$ cat config.mk
export PLATFORM = sky130hd
export DESIGN_NAME = nway_select_stage
export DESIGN_NICKNAME = d
export VERILOG_FILES = /design/src/rtl/select_stage_pkg.sv /design/src/rtl/nway_mux.sv /design/src/rtl/nway_select_stage.sv
export SDC_FILE = /design/constraint.sdc
export NUM_CORES = 1
export LEC_CHECK = 0
export ABC_CLOCK_PERIOD_IN_PS = 2200
export CORE_MARGIN = 2
export CORE_UTILIZATION = 35
export CTS_CLUSTER_SIZE = 12
export DETAILED_ROUTE_END_ITERATION = 7
export PLACE_DENSITY = 0.77
export SETUP_SLACK_MARGIN = 0.3
export SLEW_MARGIN = 20
export SYNTH_ARGS = -nofsm -noshare
export SYNTH_HDL_FRONTEND = slang
export SYNTH_HIERARCHICAL = 1
export SYNTH_SLANG_ARGS = --single-unit
$ cat constraint.sdc
create_clock -name clk -period 2.2 [get_ports clk]
set_input_delay 0.66 -clock clk [delete_from_list [all_inputs] [get_ports clk]]
set_output_delay 0.66 -clock clk [all_outputs]
set_load 0.005 [all_outputs]
$ cat src/rtl/select_stage_pkg.sv
// Shared types and constants for the N-way select stage: skid-buffer states
// and the error-counter width.
package select_stage_pkg;

  typedef enum logic [1:0] {
    ST_EMPTY = 2'd0,
    ST_ONE   = 2'd1,
    ST_FULL  = 2'd2
  } state_t;

  localparam int ERR_CNT_W = 8;

endpackage

$ cat src/rtl/nway_mux.sv
// Combinational N-way selector. An out-of-range select yields zero data and
// raises sel_err; NUM_INPUTS need not be a power of two.
module nway_mux #(
  parameter int DATA_WIDTH = 32,
  parameter int NUM_INPUTS = 4,
  localparam int SEL_WIDTH = $clog2(NUM_INPUTS)
) (
  input  logic [SEL_WIDTH-1:0]             sel,
  input  logic [NUM_INPUTS*DATA_WIDTH-1:0] choices,
  output logic [DATA_WIDTH-1:0]            out,
  output logic                             sel_err
);

  // Equality scan rather than a direct index so unused select codes fall
  // through to the error default instead of reading past the vector.
  always_comb begin
    out     = '0;
    sel_err = 1'b1;
    for (int i = 0; i < NUM_INPUTS; i++) begin
      if (sel == SEL_WIDTH'(i)) begin
        out     = choices[i*DATA_WIDTH +: DATA_WIDTH];
        sel_err = 1'b0;
      end
    end
  end

endmodule

$ cat src/rtl/nway_select_stage.sv
// Registered N-way select stage with a 2-entry skid buffer (main + skid),
// flush, and a saturating count of out-of-range selects.
module nway_select_stage
  import select_stage_pkg::*;
#(
  parameter int DATA_WIDTH = 32,
  parameter int NUM_INPUTS = 4,
  localparam int SEL_WIDTH = $clog2(NUM_INPUTS)
) (
  input  logic                             clk,
  input  logic                             rst,
  input  logic                             in_valid,
  output logic                             in_ready,
  input  logic [SEL_WIDTH-1:0]             sel,
  input  logic [NUM_INPUTS*DATA_WIDTH-1:0] choices,
  input  logic                             flush,
  output logic                             out_valid,
  input  logic                             out_ready,
  output logic [DATA_WIDTH-1:0]            out_data,
  output logic                             out_sel_err,
  output logic [ERR_CNT_W-1:0]             err_count
);

  // Handshake: a transfer happens on a rising edge where valid and ready are
  // both high; valid/data never depend on ready in the same cycle, and ready
  // is registered so there is no combinational path from out_ready to in_ready.

  state_t                  state, state_nxt;
  logic [DATA_WIDTH-1:0]   main_data, skid_data;
  logic                    main_err, skid_err;
  logic                    in_ready_q;
  logic [ERR_CNT_W-1:0]    err_cnt;

  logic [DATA_WIDTH-1:0]   mux_out;
  logic                    mux_err;
  logic                    accept, pop;
  logic                    load_main, load_skid, move_skid;
  logic                    err_inc;

  nway_mux #(
    .DATA_WIDTH (DATA_WIDTH),
    .NUM_INPUTS (NUM_INPUTS)
  ) u_mux (
    .sel     (sel),
    .choices (choices),
    .out     (mux_out),
    .sel_err (mux_err)
  );

  assign accept = in_valid & in_ready_q;
  assign pop    = (state != ST_EMPTY) & out_ready;

  always_comb begin
    state_nxt = state;
    load_main = 1'b0;
    load_skid = 1'b0;
    move_skid = 1'b0;
    case (state)
      ST_EMPTY: begin
        if (accept) begin
          state_nxt = ST_ONE;
          load_main = 1'b1;
        end
      end
      ST_ONE: begin
        if (accept && !pop) begin
          state_nxt = ST_FULL;
          load_skid = 1'b1;
        end else if (pop && !accept) begin
          state_nxt = ST_EMPTY;
        end else if (pop && accept) begin
          load_main = 1'b1;
        end
      end
      ST_FULL: begin
        if (pop) begin
          state_nxt = ST_ONE;
          move_skid = 1'b1;
        end
      end
      default: state_nxt = ST_EMPTY;
    endcase
    // Flush wins over everything, including a same-cycle accept.
    if (flush) begin
      state_nxt = ST_EMPTY;
      load_main = 1'b0;
      load_skid = 1'b0;
      move_skid = 1'b0;
    end
  end

  assign err_inc = accept & mux_err & ~flush;

  always_ff @(posedge clk) begin
    if (rst) begin
      state      <= ST_EMPTY;
      in_ready_q <= 1'b1;
      main_data  <= '0;
      main_err   <= 1'b0;
      skid_data  <= '0;
      skid_err   <= 1'b0;
      err_cnt    <= '0;
    end else begin
      state      <= state_nxt;
      in_ready_q <= (state_nxt != ST_FULL);
      if (load_main) begin
        main_data <= mux_out;
        main_err  <= mux_err;
      end else if (move_skid) begin
        main_data <= skid_data;
        main_err  <= skid_err;
      end
      if (load_skid) begin
        skid_data <= mux_out;
        skid_err  <= mux_err;
      end
      if (err_inc && (err_cnt != {ERR_CNT_W{1'b1}})) begin
        err_cnt <= err_cnt + ERR_CNT_W'(1);
      end
    end
  end

  assign in_ready    = in_ready_q;
  assign out_valid   = (state != ST_EMPTY);
  assign out_data    = out_valid ? main_data : '0;
  assign out_sel_err = out_valid ? main_err : 1'b0;
  assign err_count   = err_cnt;

endmodule

==> reports/metrics.cfg, run 1 <==
[power_and_ir_drop]
pwr_density_cell_nw_per_um2=552
ir_worst_vdd_uv=355
p_leak_nw=2.35

[critical_path]
reg2reg_depth=6
crit_required_ps=1540
start_kind=register
r2r_end=main_data[25]$_SDFFE_PP0P_
endpoint_kind=output port
rrSetupSlack_ps=480
worstSetupPathType=reg -> out
rr_startpoint=state[1]$_SDFF_PP0_
worstPathArrival_ps=1310
cp_max_fo=6

[clocking]
cts_buffers=9
cts_tree=built
cts_max_level=3
clockRootBuffer=clkbuf_16
clock_sinks=77
clk_pin_slew_ps=60
clock_latency_ps=330
clockBufferDepth=2

[global_routing]
grt_pass1_wl_um=19400
grt_pass1_vias=3983
grt_max_degree=46
global_route.usage.total_pct=19.2
antenna_found_initial=0
grt_remaining_overflow=0

[sta]
max_freq_mhz=506
finalSetupViolCount=0
fin_ws_ps=225
hold_violations=0
rsz0062_at_grt=true
whs_ps=448
fin_crit_sh_pct=89.8
fin_crit_ps=1970
slew_violations=0
skew_ps=12.0

[floorplan]
die_h_um=111
pin_count=178
start_util_pct=35.6
die_x_um=111
rows=39
core_um2=11300
dieArea_um2=12400

[layout]
multi_input_area_um2=2400
antenna_cells=0
nFillCells=1019
final_net_count=754
seqCellArea_um2=1560
layout-drive-gt1-share_pct=23.9
area.growth.synth_to_final_pct=61.3

[logic_synthesis]
postSynthCellCount=434
synth_edf_count=0
synth_seq_area_share_pct=38.2
syn-cell-area_um2=4030
synth_nets=570
synth_top_cell_by_area=dfxtp_1
synthArstFlopShare_pct=0
avgSynthCellArea_um2=9.29
synth_common_cells=nand2_1 (103), dfxtp_1 (77), a21oi_1 (66), nor2b_1 (34), a22oi_1 (32)
yosysWarningCount=6
synth.most_common_cell=nand2_1
synth.area.top_cells=dfxtp_1 (38%), mux4_2 (17%), nand2_1 (9.6%), a21oi_1 (8.2%), a22oi_1 (6.0%)
ys_ff_latch=77
synth_flop_cell=dfxtp_1
synth.distinct_cells=40
synth_top_area_share_pct=38.2

[placement]
io_buffers=177
place_ws_ps=-101
hpwl_um=8570
place_congestion=0.746

[detailed_routing]
avgRoutedWirePerCell_um=15.9
drc=0
drtIter0Drc=146
dr.pass1.iters=5
avgViaCountPerCell=5.07
ant_nets=0
vias=3887
drt_wl_total_um=12200

[hold_path]
min_path_cells=2
hp-class=reg -> reg
hold_path_end=main_data[21]$_SDFFE_PP0P_
hold_path.startpoint=main_data[21]$_SDFFE_PP0P_

[job]
maxCapViolCount=0

[status]
status=finished, final reports clean

-- worst max-delay path: stages, from the launching register on --
cell and delay [ps]:
dfxtp_2 330, nor2_4 160, buf_6 140, buf_6 100
buf_12 100, nor2b_1 40, buf_2 130
-- routing by layer --
| layer | track usage [%] | share of wire [%] |
|---|---|---|
| met2 | 34.6 | 52 |
| met5 | 0 | 0 |
| met3 | 2.67 | 4.5 |
| met1 | 23.3 | 42 |
| met4 | 7.08 | 1.6 |
-- state kept, by name, summed over array words and instances, names as in the netlist --
name       flops
main_data     32
skid_data     32
err_count      8
state          2
in_ready       1
main_err       1
skid_err       1
-- power breakdown --
group / switching, W / internal (W) / total (W)
Combinational: 0.000245 / 0.000442 / 0.000687
Clock: 0.000566 / 0.000877 / 0.00144
Sequential: 0.0000243 / 0.00143 / 0.00146
-- logic make-up (layout without fill, tap and decap cells) --
group / count (synthesis) / count (layout) / synth area share (%)
adder cells (fa/ha/maj): 1 / 1 / 0.310
AND/OR/NAND/NOR: 170 / 170 / 19.7
other: 1 / 1 / 0.0930
buffers and inverters: 40 / 229 / 6.17
XOR/XNOR: 3 / 3 / 0.651
AO/OA/AOI/OAI: 106 / 106 / 15.8
flip-flops: 77 / 77 / 38.2
multiplexers: 36 / 36 / 19.0
-- through the flow --
step | power (W) | util (%) | cell area (um2) | setup TNS (ps) | instances
after detailed placement | 0.00211 | 52.7 | 5970 | -2290 | 738
after CTS | 0.00360 | 56.0 | 6340 | 0 | 763
after floorplan | 0.00178 | - | 4030 | 0 | 434
after global placement | 0.00209 | 52.7 | 5970 | -1180 | 738
final | 0.00359 | 57.5 | 6500 | 0 | 766
after global routing | 0.00374 | 57.5 | 6500 | 0 | 766
-- timing repair --
item / 4_1_cts / 5_1_grt
hold buffers: 0 / 0
pin swaps: 2 / 1
resized for setup: 175 / 26
setup buffers: 5 / 1
endpoints found under the setup margin: 73 / 82
gates cloned: 4 / 2
-- worst max path at each step --
| stage | startpoint | to | depth (start not counted) |
|---|---|---|---|
| floorplan | sel[0] | main_data[1]$_SDFFE_PP0P_ | 5 |
| global placement | out_ready | main_data[3]$_SDFFE_PP0P_ | 7 |
| detailed placement | out_ready | main_data[4]$_SDFFE_PP0P_ | 7 |
| CTS | state[0]$_SDFF_PP0_ | out_data[12] | 6 |
| global route | state[0]$_SDFF_PP0_ | out_data[24] | 6 |
| finish | state[0]$_SDFF_PP0_ | out_data[29] | 6 |
-- layout by cell type (no fill, tap or decap), types with 3 or more instances in the layout --
cell and instances:
clkdlybuf4s50_1 137, clkbuf_16 11, mux4_2 30, inv_1 3, mux2i_1 4, buf_6 12
nand2_1 103, buf_12 5, buf_2 31, a22oi_1 32, a21oi_1 66, xor2_1 3
dfxtp_2 8, nor3_1 6, nor2b_4 14, dfxtp_4 3, buf_4 13, clkinv_2 3
nor2b_1 18, buf_16 3, nor2_1 10, dfxtp_1 66
-- final cells by class --
type	count	share of cell area [%]
Sequential cell	77	24.0
Timing Repair Buffer	208	31.5
Clock buffer	10	3.52
Inverter	5	0.327
Clock inverter	6	0.942
Multi-Input combinational cell	317	36.9
Tap cell	143	2.75
(Power assumes the default switching activity.)
==> inputs of run 2 (changes only) <==
SETUP_SLACK_MARGIN = not set   (was 0.3)
TNS_END_PERCENT = 1   (was not set)
==> reports/metrics.cfg, run 2 (same netlist as run 1, synthesis figures left out) <==
[clocking]
clk_pin_slew_ps=60
clockBufferDepth=2
cts_tree=built
hold_buffers=0
clockRootBuffer=clkbuf_16
cts_max_level=3
clock_latency_ps=330
clock_sinks=77
cts_buffers=9

[detailed_routing]
drt_wl_total_um=11300
avgRoutedWirePerCell_um=15.0
vias=3827
dr.pass1.iters=4
avgViaCountPerCell=5.08
drc=0
drtIter0Drc=159
ant_nets=0

[critical_path]
path_cells=nor2_4 > nor2b_1 > clkdlybuf4s50_1
cp-endpoint=out_data[11]
crit_start=state[1]$_SDFF_PP0_
rr_startpoint=state[0]$_SDFF_PP0_
cp_max_fo=3
worstPathArrival_ps=1500
crit_required_ps=1540
critPathSlowestCell=clkdlybuf4s50_1
worstSetupPathType=reg -> out
r2r_end=main_data[4]$_SDFFE_PP0P_
worst-path-stages=3
start_kind=register
endpoint_kind=output port
rrSetupSlack_ps=630
path_buf_inv=1
critPathMaxStageDelay_ps=560
reg2reg_depth=5
path_delay_family=buffers and inverters

[sta]
finalSetupViolCount=0
fin_crit_sh_pct=98.2
whs_ps=449
skew_ps=11.6
fin_ws_ps=39.2
hold_violations=0
rsz0062_at_grt=true
fin_crit_ps=2160
max_freq_mhz=463
slew_violations=0

[floorplan]
pin_count=178
dieArea_um2=12400
die_x_um=111
rows=39
start_util_pct=35.6
core_um2=11300
die_h_um=111

[global_routing]
grt_pass1_vias=3884
antenna_found_initial=0
grt_pass1_wl_um=18600
grt_remaining_overflow=0
global_route.usage.total_pct=18.2
grt_max_degree=46

[layout]
layout-drive-gt1-share_pct=12.6
area.growth.synth_to_final_pct=56.3
layout_common_cells=clkdlybuf4s50_1 (145), nand2_1 (103), dfxtp_1 (75), a21oi_1 (66)
final_net_count=742
antenna_cells=0
design_area_um2=6300
layout_commonest_cell=clkdlybuf4s50_1
final_core_util_pct=55.7

[power_and_ir_drop]
p_sw_share_pct=22.9
p_comb_share_pct=17.4
p_seq_share_pct=41.5
p_clk_share_pct=41.1
p_int_w=0.00271
p_sw_w=0.000807
pwr_density_cell_nw_per_um2=558
p_leak_nw=2.52
ir_worst_vdd_uv=320

[hold_path]
hp-class=reg -> reg

[placement]
place_congestion=0.746
io_buffers=177
dpl_cell_area_um2=5970
hpwl_um=8570
place_ws_ps=-101

[job]
maxCapViolCount=0

[status]
status=finished, final reports clean

run 2: worst min path at each step:
stage	startpoint	end	slack [ps]	cells after the start
floorplan	main_data[0]$_SDFFE_PP0P_	main_data[0]$_SDFFE_PP0P_	430	2
finish	main_data[21]$_SDFFE_PP0P_	main_data[21]$_SDFFE_PP0P_	450	2
CTS	main_data[21]$_SDFFE_PP0P_	main_data[21]$_SDFFE_PP0P_	450	2
detailed placement	main_data[21]$_SDFFE_PP0P_	main_data[21]$_SDFFE_PP0P_	440	2
global route	skid_data[22]$_SDFFE_PP0P_	skid_data[22]$_SDFFE_PP0P_	470	2
global placement	main_data[9]$_SDFFE_PP0P_	main_data[9]$_SDFFE_PP0P_	440	2
run 2: worst reg2reg max path: cells and delay by family, from the launching register on:
family,cells,cell delay [ps]
flops,1,330
buf+inv,2,470
compound gates,2,290
simple gates,1,420
run 2: area by class of cell:
class,count,area (um2)
Fill cell,1022,5020
Clock inverter,6,61.3
Multi-Input combinational cell,317,2270
Sequential cell,77,1540
Tap cell,143,179
Inverter,5,18.8
Timing Repair Buffer,196,2000
Clock buffer,10,229
run 2: stage by stage:
stage          cells  total power, W  TNS, ps
2_1_floorplan    434         0.00178        0
3_3_place_gp     738         0.00209    -1180
3_5_place_dp     738         0.00211    -2290
4_1_cts          754         0.00355        0
5_1_grt          754         0.00367    -41.4
6_report         754         0.00352        0
run 2: power by group through the flow:
stage | logic (W) | clock network (W) | registers [W]
global placement | 0.000601 | 0 | 0.00149
floorplan | 0.000291 | 0 | 0.00148
detailed placement | 0.000617 | 0 | 0.00149
finish | 0.000612 | 0.00144 | 0.00146
CTS | 0.000618 | 0.00147 | 0.00146
global route | 0.000661 | 0.00154 | 0.00147
run 2: routing by layer:
metal	part of all wire, %	vias to the layer above	global-route usage, %
met1	42	1794	22.3
met4	1.4	0	6.17
li1	-	1893	-
met2	51	128	32.4
met5	0	-	0
met3	4.9	12	3.05
run 2: timing repair:
| item | CTS | global route |
|---|---|---|
| endpoints found under the setup margin | 33 | 21 |
| pin swaps | 1 | 0 |
| resized for setup | 16 | 20 |
| setup buffers | 0 | 0 |
==> inputs of run 3 (changes only) <==
ABC_AREA = 1   (was not set)
PLACE_DENSITY = 0.74   (was 0.77)
==> reports/metrics.cfg, run 3 <==
[detailed_routing]
drt_wl_total_um=14200
vias=5339
avgViaCountPerCell=4.94
drc=0
dr.pass1.iters=6
drt-met1-wl_um=6490
wl_met2_um=6710
top_layer=met4
drtIter0Drc=353
ant_nets=0
wl_met3_um=746
avgRoutedWirePerCell_um=13.1

[global_routing]
antenna_found_initial=0
grt_pass1_vias=4776
grt_max_degree=67
grt_pass1_wl_um=23000
global_route.usage.total_pct=19.6
grt_remaining_overflow=0

[floorplan]
pin_count=178
die_h_um=120
core_um2=13100
start_util_pct=35.6
dieArea_um2=14300
die_x_um=120
rows=42

[placement]
dpl_cell_area_um2=6670
hpwl_um=10300
place_inst=1065
place_ws_ps=4.60
place_congestion=0.806
io_buffers=177

[critical_path]
worst-path-stages=4
path_delay_family=buffers and inverters
endpoint_kind=output port
worstSetupPathType=reg -> out
cp_max_fo=23
reg2reg_depth=6
path_cells=nor2_4 > buf_12 > nor2_1 > clkdlybuf4s50_1
critPathMaxStageDelay_ps=450
worstPathArrival_ps=1540
start_kind=register
path_buf_inv=2
critPathSlowestCell=clkdlybuf4s50_1
crit_required_ps=1540

[sta]
slew_violations=0
rsz0062_at_grt=true
hold_violations=0
fin_ws_ps=3.70
max_freq_mhz=455
finalSetupViolCount=0
skew_ps=6.91
fin_crit_sh_pct=99.8
fin_crit_ps=2200

[clocking]
hold_buffers=0
cts_buffers=9
clk_pin_slew_ps=60
cts_tree=built
cts_max_level=3
clock_sinks=77
clockBufferDepth=2
clockRootBuffer=clkbuf_16
clock_latency_ps=330

[logic_synthesis]
postSynthCellCount=751
avgSynthCellArea_um2=6.22
ys_ff_latch=77
synth.area.top_cells=dfxtp_1 (33%), nand3_1 (21%), inv_1 (9.0%), a21oi_1 (7.6%), nand2_1 (7.4%)
synth_seq_area_share_pct=33.0
synth_top_area_share_pct=33.0
synth_common_cells=nand3_1 (199), inv_1 (112), nand2_1 (92), dfxtp_1 (77), a21oi_1 (71)
yosysWarningCount=6
synth_edf_count=0
synth.distinct_cells=24
syn-cell-area_um2=4670
synth_flop_cell=dfxtp_1
synth_top_cell_by_area=dfxtp_1
synth.most_common_cell=nand3_1
synthArstFlopShare_pct=0
synth_nets=887

[power_and_ir_drop]
p_sw_w=0.000908
p_leak_nw=2.97
p_int_w=0.00286
p_sw_share_pct=24.1
p_comb_share_pct=18.7
ir_worst_vdd_uv=374
pwr_density_cell_nw_per_um2=534
p_clk_share_pct=42.5
p_seq_share_pct=38.8

[layout]
layout-drive-gt1-share_pct=6.41
layout_common_cells=nand3_1 (198), clkdlybuf4s50_1 (148), inv_1 (112), nand2_1 (92), dfxtp_1 (75)
final_net_count=1036
layout_commonest_cell=nand3_1
design_area_um2=7050
stdcell_count=1081
area.growth.synth_to_final_pct=50.8
antenna_cells=0
final_core_util_pct=53.7

[hold_path]
hp-class=reg -> reg
min_path_cells=2

[status]
status=finished, final reports clean

[job]
maxCapViolCount=0

-- run 3: changes by cell type after synthesis, sizes merged, moves of 15 or more --
cell    delta
a22oi     -32
nand3    +197
o21ai     +35
nor2      +42
nor2b     -34
clkbuf    +15
nand4     +34
mux4      -32
inv      +111
-- run 3: routing by layer --
metal | track usage [%] | vias up
met4 | 6.40 | 0
met5 | 0 | -
li1 | - | 2772
met2 | 30.8 | 182
met3 | 3.42 | 21
met1 | 27.2 | 2364
-- run 3: repair_timing --
| action | 4_1_cts | 5_1_grt |
|---|---|---|
| gates resized for setup | 21 | 17 |
| pin swaps | 0 | 0 |
| setup endpoints to repair | 34 | 18 |
| setup buffers | 0 | 0 |
-- run 3: metrics by stage --
step	hold slack [ps]	total power, W	TNS [ps]
2_1_floorplan	421	0.00181	0
3_3_place_gp	430	0.00219	0
3_5_place_dp	434	0.00220	0
4_1_cts	443	0.00379	-5.66
5_1_grt	455	0.00394	-44.0
6_report	442	0.00377	0
-- run 3: cells by family (layout without fill, tap and decap cells) --
kind of cell	Yosys count	count (layout)	synth area share [%]
compound gates	108	108	11.6
xor+xnor	3	3	0.562
fa+ha+maj	1	1	0.268
buf+inv	176	330	15.9
flops	77	77	33.0
other cells	1	1	0.0802
simple gates	385	385	38.6
-- run 3: final cells by class --
cell class	count	area [um2]
multi-input cells	498	2420
clock inverters	4	70.1
well taps	176	220
fillers	1310	6090
repair buffers	198	2100
flip-flops and latches	77	1550
clock buffers	12	256
inverters	116	435
-- run 3: path summary, 6_finish.rpt --
check	from	slack (ps)	to
setup / recovery	state[1]$_SDFF_PP0_	4	out_data[10]
hold / removal	skid_data[3]$_SDFFE_PP0P_	440	skid_data[3]$_SDFFE_PP0P_
setup reg to reg	in_ready$_SDFF_PP1_	820	skid_data[0]$_SDFFE_PP0P_
hold reg to reg	skid_data[3]$_SDFFE_PP0P_	440	skid_data[3]$_SDFFE_PP0P_
-- run 3: power by group through the flow --
stage,registers (W),clock network [W],logic (W)
after detailed placement,0.00149,0,0.000705
after floorplan,0.00149,0,0.000327
after global routing,0.00147,0.00170,0.000775
final,0.00146,0.00160,0.000705
after CTS,0.00146,0.00163,0.000709
after global placement,0.00149,0,0.000700
-- run 3: worst min-delay path, delay by kind of cell, from the launching register on --
family,cells,cell delay [ps]
DFF,1,310
buffers and inverters,1,50
AOI/OAI and AO/OA,1,50
